**src/rtl/conv_ctrl_pkg.sv**
```systemverilog
// conv_ctrl_pkg: shared state encodings, write-status codes and limits for the conv controller
package conv_ctrl_pkg;
    typedef enum logic [3:0] {
        IDLE       = 4'd0,
        ARM        = 4'd1,
        WAIT_DATA  = 4'd2,
        FIND_SP    = 4'd3,
        FILL       = 4'd4,
        RUN        = 4'd5,
        WRITE_REQ  = 4'd6,
        WAIT_WRITE = 4'd7,
        NEXT_IF    = 4'd8,
        UPDATE_SP  = 4'd9,
        STALL      = 4'd10,
        ERROR      = 4'd11
    } state_t;
    localparam logic [1:0] WR_BUSY   = 2'b00;
    localparam logic [1:0] WR_ACCEPT = 2'b10;
    localparam logic [1:0] WR_STALL  = 2'b11;
    localparam int PIPE_DEPTH_MIN = 2;
    localparam int PIPE_DEPTH_MAX = 8;
    localparam int FILL_W = 3;
    localparam int TMO_W  = 16;
endpackage

```
**src/rtl/conv_ctrl_p_wr_timeout_ctr.sv**
```systemverilog
// wr_timeout_ctr: saturating wait counter flagging when the write-status wait has run out
module wr_timeout_ctr
    import conv_ctrl_pkg::*;
#(
    parameter int LIMIT = 64
) (
    input  logic clk,
    input  logic reset_n,
    input  logic clr,
    input  logic en,
    output logic tc
);
    logic [TMO_W-1:0] cnt;
    // count busy cycles, holding at all-ones so the count never wraps back to zero
    always_ff @(posedge clk or negedge reset_n) begin
        if (!reset_n) cnt <= '0;
        else if (clr) cnt <= '0;
        else if (en && cnt != '1) cnt <= cnt + 1'b1;
    end
    assign tc = cnt >= TMO_W'(LIMIT - 1);
endmodule

```
**src/rtl/conv_ctrl_p.sv**
```systemverilog
// conv_ctrl_p: convolution datapath sequencer (fill, run, write-back, IFMAP change, error handling)
module conv_ctrl_p
    import conv_ctrl_pkg::*;
#(
    parameter int FILTER_ADDR_WIDTH = 8,
    parameter int PIPE_DEPTH        = 3,
    parameter int WR_TIMEOUT        = 64
) (
    input  logic                         clk,
    input  logic                         reset_n,
    input  logic                         start,
    input  logic                         if_empty,
    input  logic                         rd_empty,
    input  logic                         filter_cannot_read,
    input  logic [FILTER_ADDR_WIDTH-1:0] filter_waddr,
    input  logic                         sp_valid,
    input  logic                         f_co,
    input  logic                         go_next_stride,
    input  logic                         go_next_filter,
    input  logic                         stride_ended,
    input  logic                         is_last_filter,
    input  logic [1:0]                   wr_stat,
    input  logic                         ext_error,
    output logic                         chip_en,
    output logic                         global_rst,
    output logic                         en_p_traverse,
    output logic [PIPE_DEPTH-1:0]        pipe_en,
    output logic                         en_f_counter,
    output logic                         rst_f_counter,
    output logic                         next_stride,
    output logic                         next_filter,
    output logic                         rst_stride,
    output logic                         next_start,
    output logic                         rst_if_ctx,
    output logic                         done,
    output logic                         rst_result,
    output logic                         stall_signal,
    output logic                         timeout_err,
    output logic                         busy,
    output logic [3:0]                   state
);
    if (PIPE_DEPTH < PIPE_DEPTH_MIN || PIPE_DEPTH > PIPE_DEPTH_MAX) begin : g_bad_depth
        $error("conv_ctrl_p: PIPE_DEPTH out of range");
    end

    state_t            st, nxt;
    logic [FILL_W-1:0] fill_cnt, fill_nxt;
    logic              freeze, run, wr_wait, tmo_tc, to_tmo, leave_err;

    assign freeze  = rd_empty | filter_cannot_read | !sp_valid | (is_last_filter & go_next_filter);
    assign run     = !freeze & !f_co;
    assign wr_wait = st == WAIT_WRITE && wr_stat != WR_ACCEPT && wr_stat != WR_STALL;
    assign state   = st;

    wr_timeout_ctr #(.LIMIT(WR_TIMEOUT)) u_tmo (
        .clk     (clk),
        .reset_n (reset_n),
        .clr     (st != WAIT_WRITE),
        .en      (wr_wait),
        .tc      (tmo_tc)
    );

    // state, fill progress and sticky timeout flag
    always_ff @(posedge clk or negedge reset_n) begin
        if (!reset_n) begin
            st          <= IDLE;
            fill_cnt    <= '0;
            timeout_err <= 1'b0;
        end else begin
            st          <= nxt;
            fill_cnt    <= fill_nxt;
            timeout_err <= leave_err ? 1'b0 : (to_tmo ? 1'b1 : timeout_err);
        end
    end

    // next-state and Moore/Mealy outputs; ext_error overrides every transition outside IDLE
    always_comb begin
        nxt           = st;
        fill_nxt      = '0;
        to_tmo        = 1'b0;
        leave_err     = 1'b0;
        chip_en       = st != IDLE;
        busy          = st != IDLE;
        global_rst    = 1'b0;
        en_p_traverse = 1'b0;
        pipe_en       = '0;
        en_f_counter  = 1'b0;
        rst_f_counter = 1'b0;
        next_stride   = 1'b0;
        next_filter   = 1'b0;
        rst_stride    = 1'b0;
        next_start    = 1'b0;
        rst_if_ctx    = 1'b0;
        done          = 1'b0;
        rst_result    = 1'b0;
        stall_signal  = 1'b0;
        case (st)
            IDLE:      nxt = start ? ARM : IDLE;
            ARM: begin
                global_rst = 1'b1;
                nxt        = start ? ARM : WAIT_DATA;
            end
            WAIT_DATA: nxt = (!if_empty && filter_waddr != '0) ? FIND_SP : WAIT_DATA;
            FIND_SP: begin
                en_p_traverse = !sp_valid;
                nxt           = sp_valid ? FILL : FIND_SP;
            end
            FILL: begin
                for (int k = 0; k < PIPE_DEPTH; k++) pipe_en[k] = !freeze && (FILL_W'(k) <= fill_cnt);
                fill_nxt = freeze ? fill_cnt : fill_cnt + 1'b1;
                nxt      = (!freeze && fill_cnt == FILL_W'(PIPE_DEPTH - 2)) ? RUN : FILL;
            end
            RUN: begin
                pipe_en      = {PIPE_DEPTH{run}};
                en_f_counter = run;
                next_stride  = run & !stride_ended & go_next_stride;
                next_filter  = !freeze & go_next_filter;
                rst_stride   = !freeze & go_next_filter;
                nxt          = (is_last_filter && go_next_filter) ? NEXT_IF :
                               freeze ? RUN : (f_co ? WRITE_REQ : RUN);
            end
            WRITE_REQ: begin
                done          = 1'b1;
                rst_f_counter = 1'b1;
                nxt           = WAIT_WRITE;
            end
            WAIT_WRITE: begin
                rst_result = wr_stat == WR_ACCEPT;
                to_tmo     = wr_wait && tmo_tc;
                nxt        = wr_stat == WR_ACCEPT ? RUN :
                             wr_stat == WR_STALL  ? STALL :
                             tmo_tc ? ERROR : WAIT_WRITE;
            end
            STALL: begin
                stall_signal = 1'b1;
                rst_result   = wr_stat == WR_ACCEPT;
                nxt          = wr_stat == WR_ACCEPT ? RUN : STALL;
            end
            NEXT_IF: begin
                rst_if_ctx = 1'b1;
                rst_stride = 1'b1;
                nxt        = UPDATE_SP;
            end
            UPDATE_SP: begin
                next_start = 1'b1;
                nxt        = FILL;
            end
            ERROR: begin
                stall_signal = 1'b1;
                nxt          = start ? IDLE : ERROR;
            end
            default:   nxt = IDLE;
        endcase
        if (ext_error && st != IDLE) nxt = ERROR;
        leave_err = st == ERROR && nxt == IDLE;
    end
endmodule

```
**config.mk**
```make
export PLATFORM = sky130hd
export DESIGN_NAME = conv_ctrl_p
export DESIGN_NICKNAME = d
export VERILOG_FILES = /design/src/rtl/conv_ctrl_pkg.sv /design/src/rtl/conv_ctrl_p_wr_timeout_ctr.sv /design/src/rtl/conv_ctrl_p.sv
export SDC_FILE = /design/constraint.sdc
export NUM_CORES = 1
export LEC_CHECK = 0
export ABC_AREA = 1
export ABC_CLOCK_PERIOD_IN_PS = 2300
export BUFFER_PORTS_ARGS = -buffer_cell sky130_fd_sc_hd__clkbuf_2
export CAP_MARGIN = 30
export CORE_UTILIZATION = 58
export DETAILED_ROUTE_END_ITERATION = 16
export PLACE_DENSITY = 0.94
export RECOVER_POWER = 25
export SKIP_LAST_GASP = 1
export SYNTH_ARGS = -nofsm -noshare
export SYNTH_HDL_FRONTEND = slang
export SYNTH_SLANG_ARGS = --single-unit
```
**constraint.sdc**
```tcl
create_clock -name clk -period 2.3 [get_ports clk]
set_input_delay 0.345 -clock clk [delete_from_list [all_inputs] [get_ports clk]]
set_output_delay 0.345 -clock clk [all_outputs]
set_load 0.05 [all_outputs]
```
======== After elaboration in Yosys (flattened, before gate mapping) ========
Index checks and enable logic that the tools add are counted.
W data, S select, Z words.
storage, ports and cells
  flip-flop bits (word level) ............. 24
  output and inout port bits .............. 22
  logic and storage cells ................. 96
cells by class
  $add $sub $neg .......................... 2
  $lt $le $gt $ge ......................... 4
  equal/unequal tests ..................... 19
  muxes and demuxes ....................... 34
  bitwise logic cells ..................... 8
  reduce and logical (&&, ||, !) cells .... 25
operators with widths
  cell                     count
  $pmux W4 S12             1
  $mux W16                 2
  $mux W4                  7
  $add A16 B1 Y16 const B  1
  $eq A4 B3 Y1 const B     4
  $eq A4 B4 Y1 const B     4
  $ge A16 B6 Y1 const B    1
  $mux W1                  16
  $ne A16 B16 Y1 const B   1
  $logic_and A1 B1 Y1      12
  $mux W3                  3
  $eq A4 B2 Y1 const B     2
  $logic_not A4 Y1         2
  $reduce_bool A8 Y1       1
  $le A1 B3 Y1 const A     2
  $mux W2                  3
  $ne A2 B2 Y1 const B     3
  $pmux W3 S2              1
  $and A1 B1 Y1            5
  $logic_not A1 Y1         5
  $eq A2 B2 Y1 const B     2
  $eq A4 B1 Y1 const B     1
  $ne A4 B3 Y1 const B     1
  $reduce_bool A2 Y1       2
  other kinds (7)          10

======== Depth between registers and ports, before layout ========
  word-level depth ........................ 11
  depth in mapped cells ................... 10
  gate-level depth less buffers ........... 9

======== Hierarchy ========
A second synthesis with hierarchy kept.
second synthesis, totals
  cells, all modules ...................... 283
  area, all modules ....................... 1825.5 µm²
modules (own cells, without submodules)
  module          times used  cells an instance  area an instance (µm²)  seq. area each (µm²)
  wr_timeout_ctr  1           151                1051.0                  400.4
  conv_ctrl_p     1           132                774.5                   200.2

======== Least setup slack after synthesis ========
No wires, ideal clock.
  path type ............................... flip-flop to output port
  from .................................... register st[3], in the netlist state[3]
  to ...................................... output rst_stride
  arrival time ............................ 2497 ps
  path slack .............................. -542 ps
  stages on the path, launching flop included .. 7
  buffers on the path ..................... 0
  cell sequence ........................... dfrtp_1 -> inv_1 -> nor2_1 -> inv_1 -> nor2_1 -> inv_1 -> o21ai_0
on the way
  cells in the longest elaborated chain, start to end .. 2
  elaborated cells on any way between the ends .. 3
RTL lines
  item                                          RTL line           RTL
  start, declared                               conv_ctrl_p.sv:46  state_t st, nxt;
  start signal, assigned                        conv_ctrl_p.sv:70  st <= nxt;
  $eq A4 B4 Y1 or $eq A4 B3 Y1 (tied branches)  conv_ctrl_p.sv:97  case (st)
  $pmux W1 S2 (*)                               conv_ctrl_p.sv:97
  end, declared                                 conv_ctrl_p.sv:32  output logic rst_stride,
Every way passes the cells marked *; elsewhere a longest branch is shown, timed or not.

======== Final worst setup path ========
  from .................................... register st[1], in the netlist state[1]
  to ...................................... output next_stride
on the way
  cells in the longest elaborated chain, start to end .. 2
RTL lines
  item           RTL line           RTL
  $eq A4 B3 Y1   conv_ctrl_p.sv:97
  $mux W1        conv_ctrl_p.sv:97
  end, declared  conv_ctrl_p.sv:30  output logic next_stride,
Every way passes these cells.

==> out/results.ini <==
[clocking]
numCtsBuffers=3
cts.sink_count=24
cts_max_level=1
insertion_delay_ps=320
cts_tree=built
cts_root_buf=clkbuf_4
cts_hold_buf=0
cts_max_path_buffers=2
clk_pin_slew_ps=130

[synthesis]
ys.flop_type=dfrtp_1
ys_async_sr_fraction_pct=100
synth_cell_type_count=29
synth-seq-area-share_pct=31.8
ys_ff_latch=24
syn_avg_cell_area_um2=6.47
synth.largest_area_cell=dfrtp_1
yosysMostFrequentCell=nand2_1
synth_edf_count=0
synth_nets=319
yosys.area.top_type_share_pct=31.8
synth_area_leaders=dfrtp_1 32%, nand2_1 16%, nor2_1 9.3%, nand3_1 8.5%, inv_1 7.1%
synth_cells=292
synth_common_cells=82 x nand2_1, 47 x nor2_1, 36 x inv_1, 32 x nand3_1, 24 x dfrtp_1
syn_area_um2=1890
yosysWarnings=0

[die]
core_area_um2=3080
ioPinCount=45
die_h_um=59.1
start_util_pct=61.4
placementRows=20
die_x_um=59.1
die_area_um2=3490

[timing]
worst_slew_pin_slew_ps=1270
relSlewSlack_pct=15.6
final.setup.worst_slack_ps=6.41
finalSetupViolCount=0
rsz0062_at_grt=yes
post-route-period-util_pct=99.7
whs_ps=264
slew_violations=0
min_period_ps=2290
final-hold-violation-count=0
clock_skew_ps=11.0
fmax_ghz=0.436

[critical_path]
slowest_stage=dfrtp_1
crit_family=simple AND/OR/NAND/NOR gates
crit_path_start_kind=register
crit_required_ps=1960
crit_chain=inv_2, nand2_2, nor2_4, inv_1, nor2_1, inv_1, or2_4, nor3b_4, buf_8
cp-end-kind=output pin
arrival_ps=1950
cp_common_cell=inv_1
worst-path-buf-inv=4
critPathMaxStageDelay_ps=450
worstSetupPathType=register to output pin
critPathMaxFanout=5

[global_route]
grt_pass1_wl_um=6910
grt_pass1_vias=1735
grt_overflow=0
grt_start_max_net_pins=25
grt_usage_pct=25.9
antenna_found_initial=0

[layout]
diodes=0
nFillCells=256
final_layout_size_suffix_gt1_share_pct=23.8
post-route-util_pct=72.8
final_cells=384
final_nets=369
synthToLayoutAreaGrowth_pct=18.5

[route]
drt-wirelength-per-cell_um=11.3
drt_iter0_drc=170
drcViolationCount=0
routed_wl_um=4330
drtAntennaViolNets=0
vias=1983
via_per_inst=5.16
drt-pass1-iter-count=4

[pwr]
vdd_drop_max_uv=404
leakagePower_nw=1.20
power.total_mw=1.63
power_density_nw_per_um2=729

[flow_run]
max-cap-violations=0

[placed_design]
dp.cells=376
dp_hpwl_um=3340
routabilityCongestion=0.927
port-buffer-count=44
pre_cts_ws_ps=194

[outcome]
status=finished clean

[hold_path]
hold_path_class=primary input to asynchronous set/reset pin

what timing repair did:
| action | in CTS | in global routing |
|---|---|---|
| resized for setup | 5 | 14 |
| setup buffers | 3 | 2 |
| hold endpoints to repair | 0 | 0 |
| setup endpoints to repair | 5 | 5 |
| gates cloned | 0 | 0 |
| pin swaps | 0 | 2 |
cells by family after synthesis:
family / share of synthesized area, %
and+or+nand+nor: 44.1
buffers and inverters: 10.1
AOI/OAI and AO/OA: 8.14
DFF: 31.8
xor gates and xnor gates: 3.24
adders and majority gates: 2.65
state kept, by name, summed over array words and instances, names as in the netlist:
name,flops
u_tmo.cnt,16
state,4
fill_cnt,3
timeout_err,1
placed cells by master, fill, tap and decap left out, types with 3 or more instances in the layout:
cell type	synthesis	final
clkbuf_2	0	38
nand2_4	2	3
o21ai_1	3	4
nor3_1	5	5
dfrtp_1	24	24
o21ai_2	5	6
nand2_1	82	80
inv_1	36	33
nand4_1	7	7
nand2_2	4	5
nor2_2	2	3
inv_2	1	4
nand3_1	32	32
nor2_1	47	45
ha_1	4	4
a21oi_1	7	7
nor2_4	2	3
clkbuf_4	0	6
buf_4	2	7
xor2_1	7	7
o21ai_0	9	7
metrics by stage:
| stage | TNS (ps) | instance area, um2 |
|---|---|---|
| finish | 0 | 2240 |
| floorplan | -10.6 | 1900 |
| detailed placement | 0 | 2140 |
| global route | -296 | 2240 |
| CTS | -27.8 | 2210 |
| global placement | 0 | 2140 |
per-layer routing:
metal / vias to the layer above / global-route usage, % / wire length [um]
met5: - / 0 / 0
met4: 0 / 8.84 / 45
met3: 6 / 4.80 / 273
met2: 82 / 44.0 / 2070
met1: 873 / 33.3 / 1940
li1: 1022 / - / -
report_power, final:
group	switching (mW)	total, mW	leakage [nW]	internal [mW]
clock	0.121	0.182	0.0138	0.0613
sequential	0.0644	0.527	0.325	0.462
combinational	0.689	0.924	0.857	0.235
path summary, 6_finish.rpt:
kind / from / end / slack, ps / cells past startpoint
setup / recovery: state[1] / next_stride / 6 / 9
hold / removal: reset_n / u_tmo.cnt[0] / 260 / 1
setup reg to reg: u_tmo.cnt[0] / u_tmo.cnt[8] / 550 / 9
hold reg to reg: u_tmo.cnt[14] / u_tmo.cnt[14] / 530 / 2
max in group asynchronous: reset_n / timeout_err / 1280 / 1
min in group clk: ext_error / state[0] / 340 / 3
cell type report:
class | count | area [um2] | area share [%]
multi-input combinational | 224 | 1130 | 50.4
tap | 44 | 55.1 | 2.46
timing repair buffer | 50 | 284 | 12.7
inverter | 39 | 149 | 6.65
sequential | 24 | 601 | 26.8
clock buffer | 3 | 22.5 | 1.01
Power figures use the tool's default switching activity.
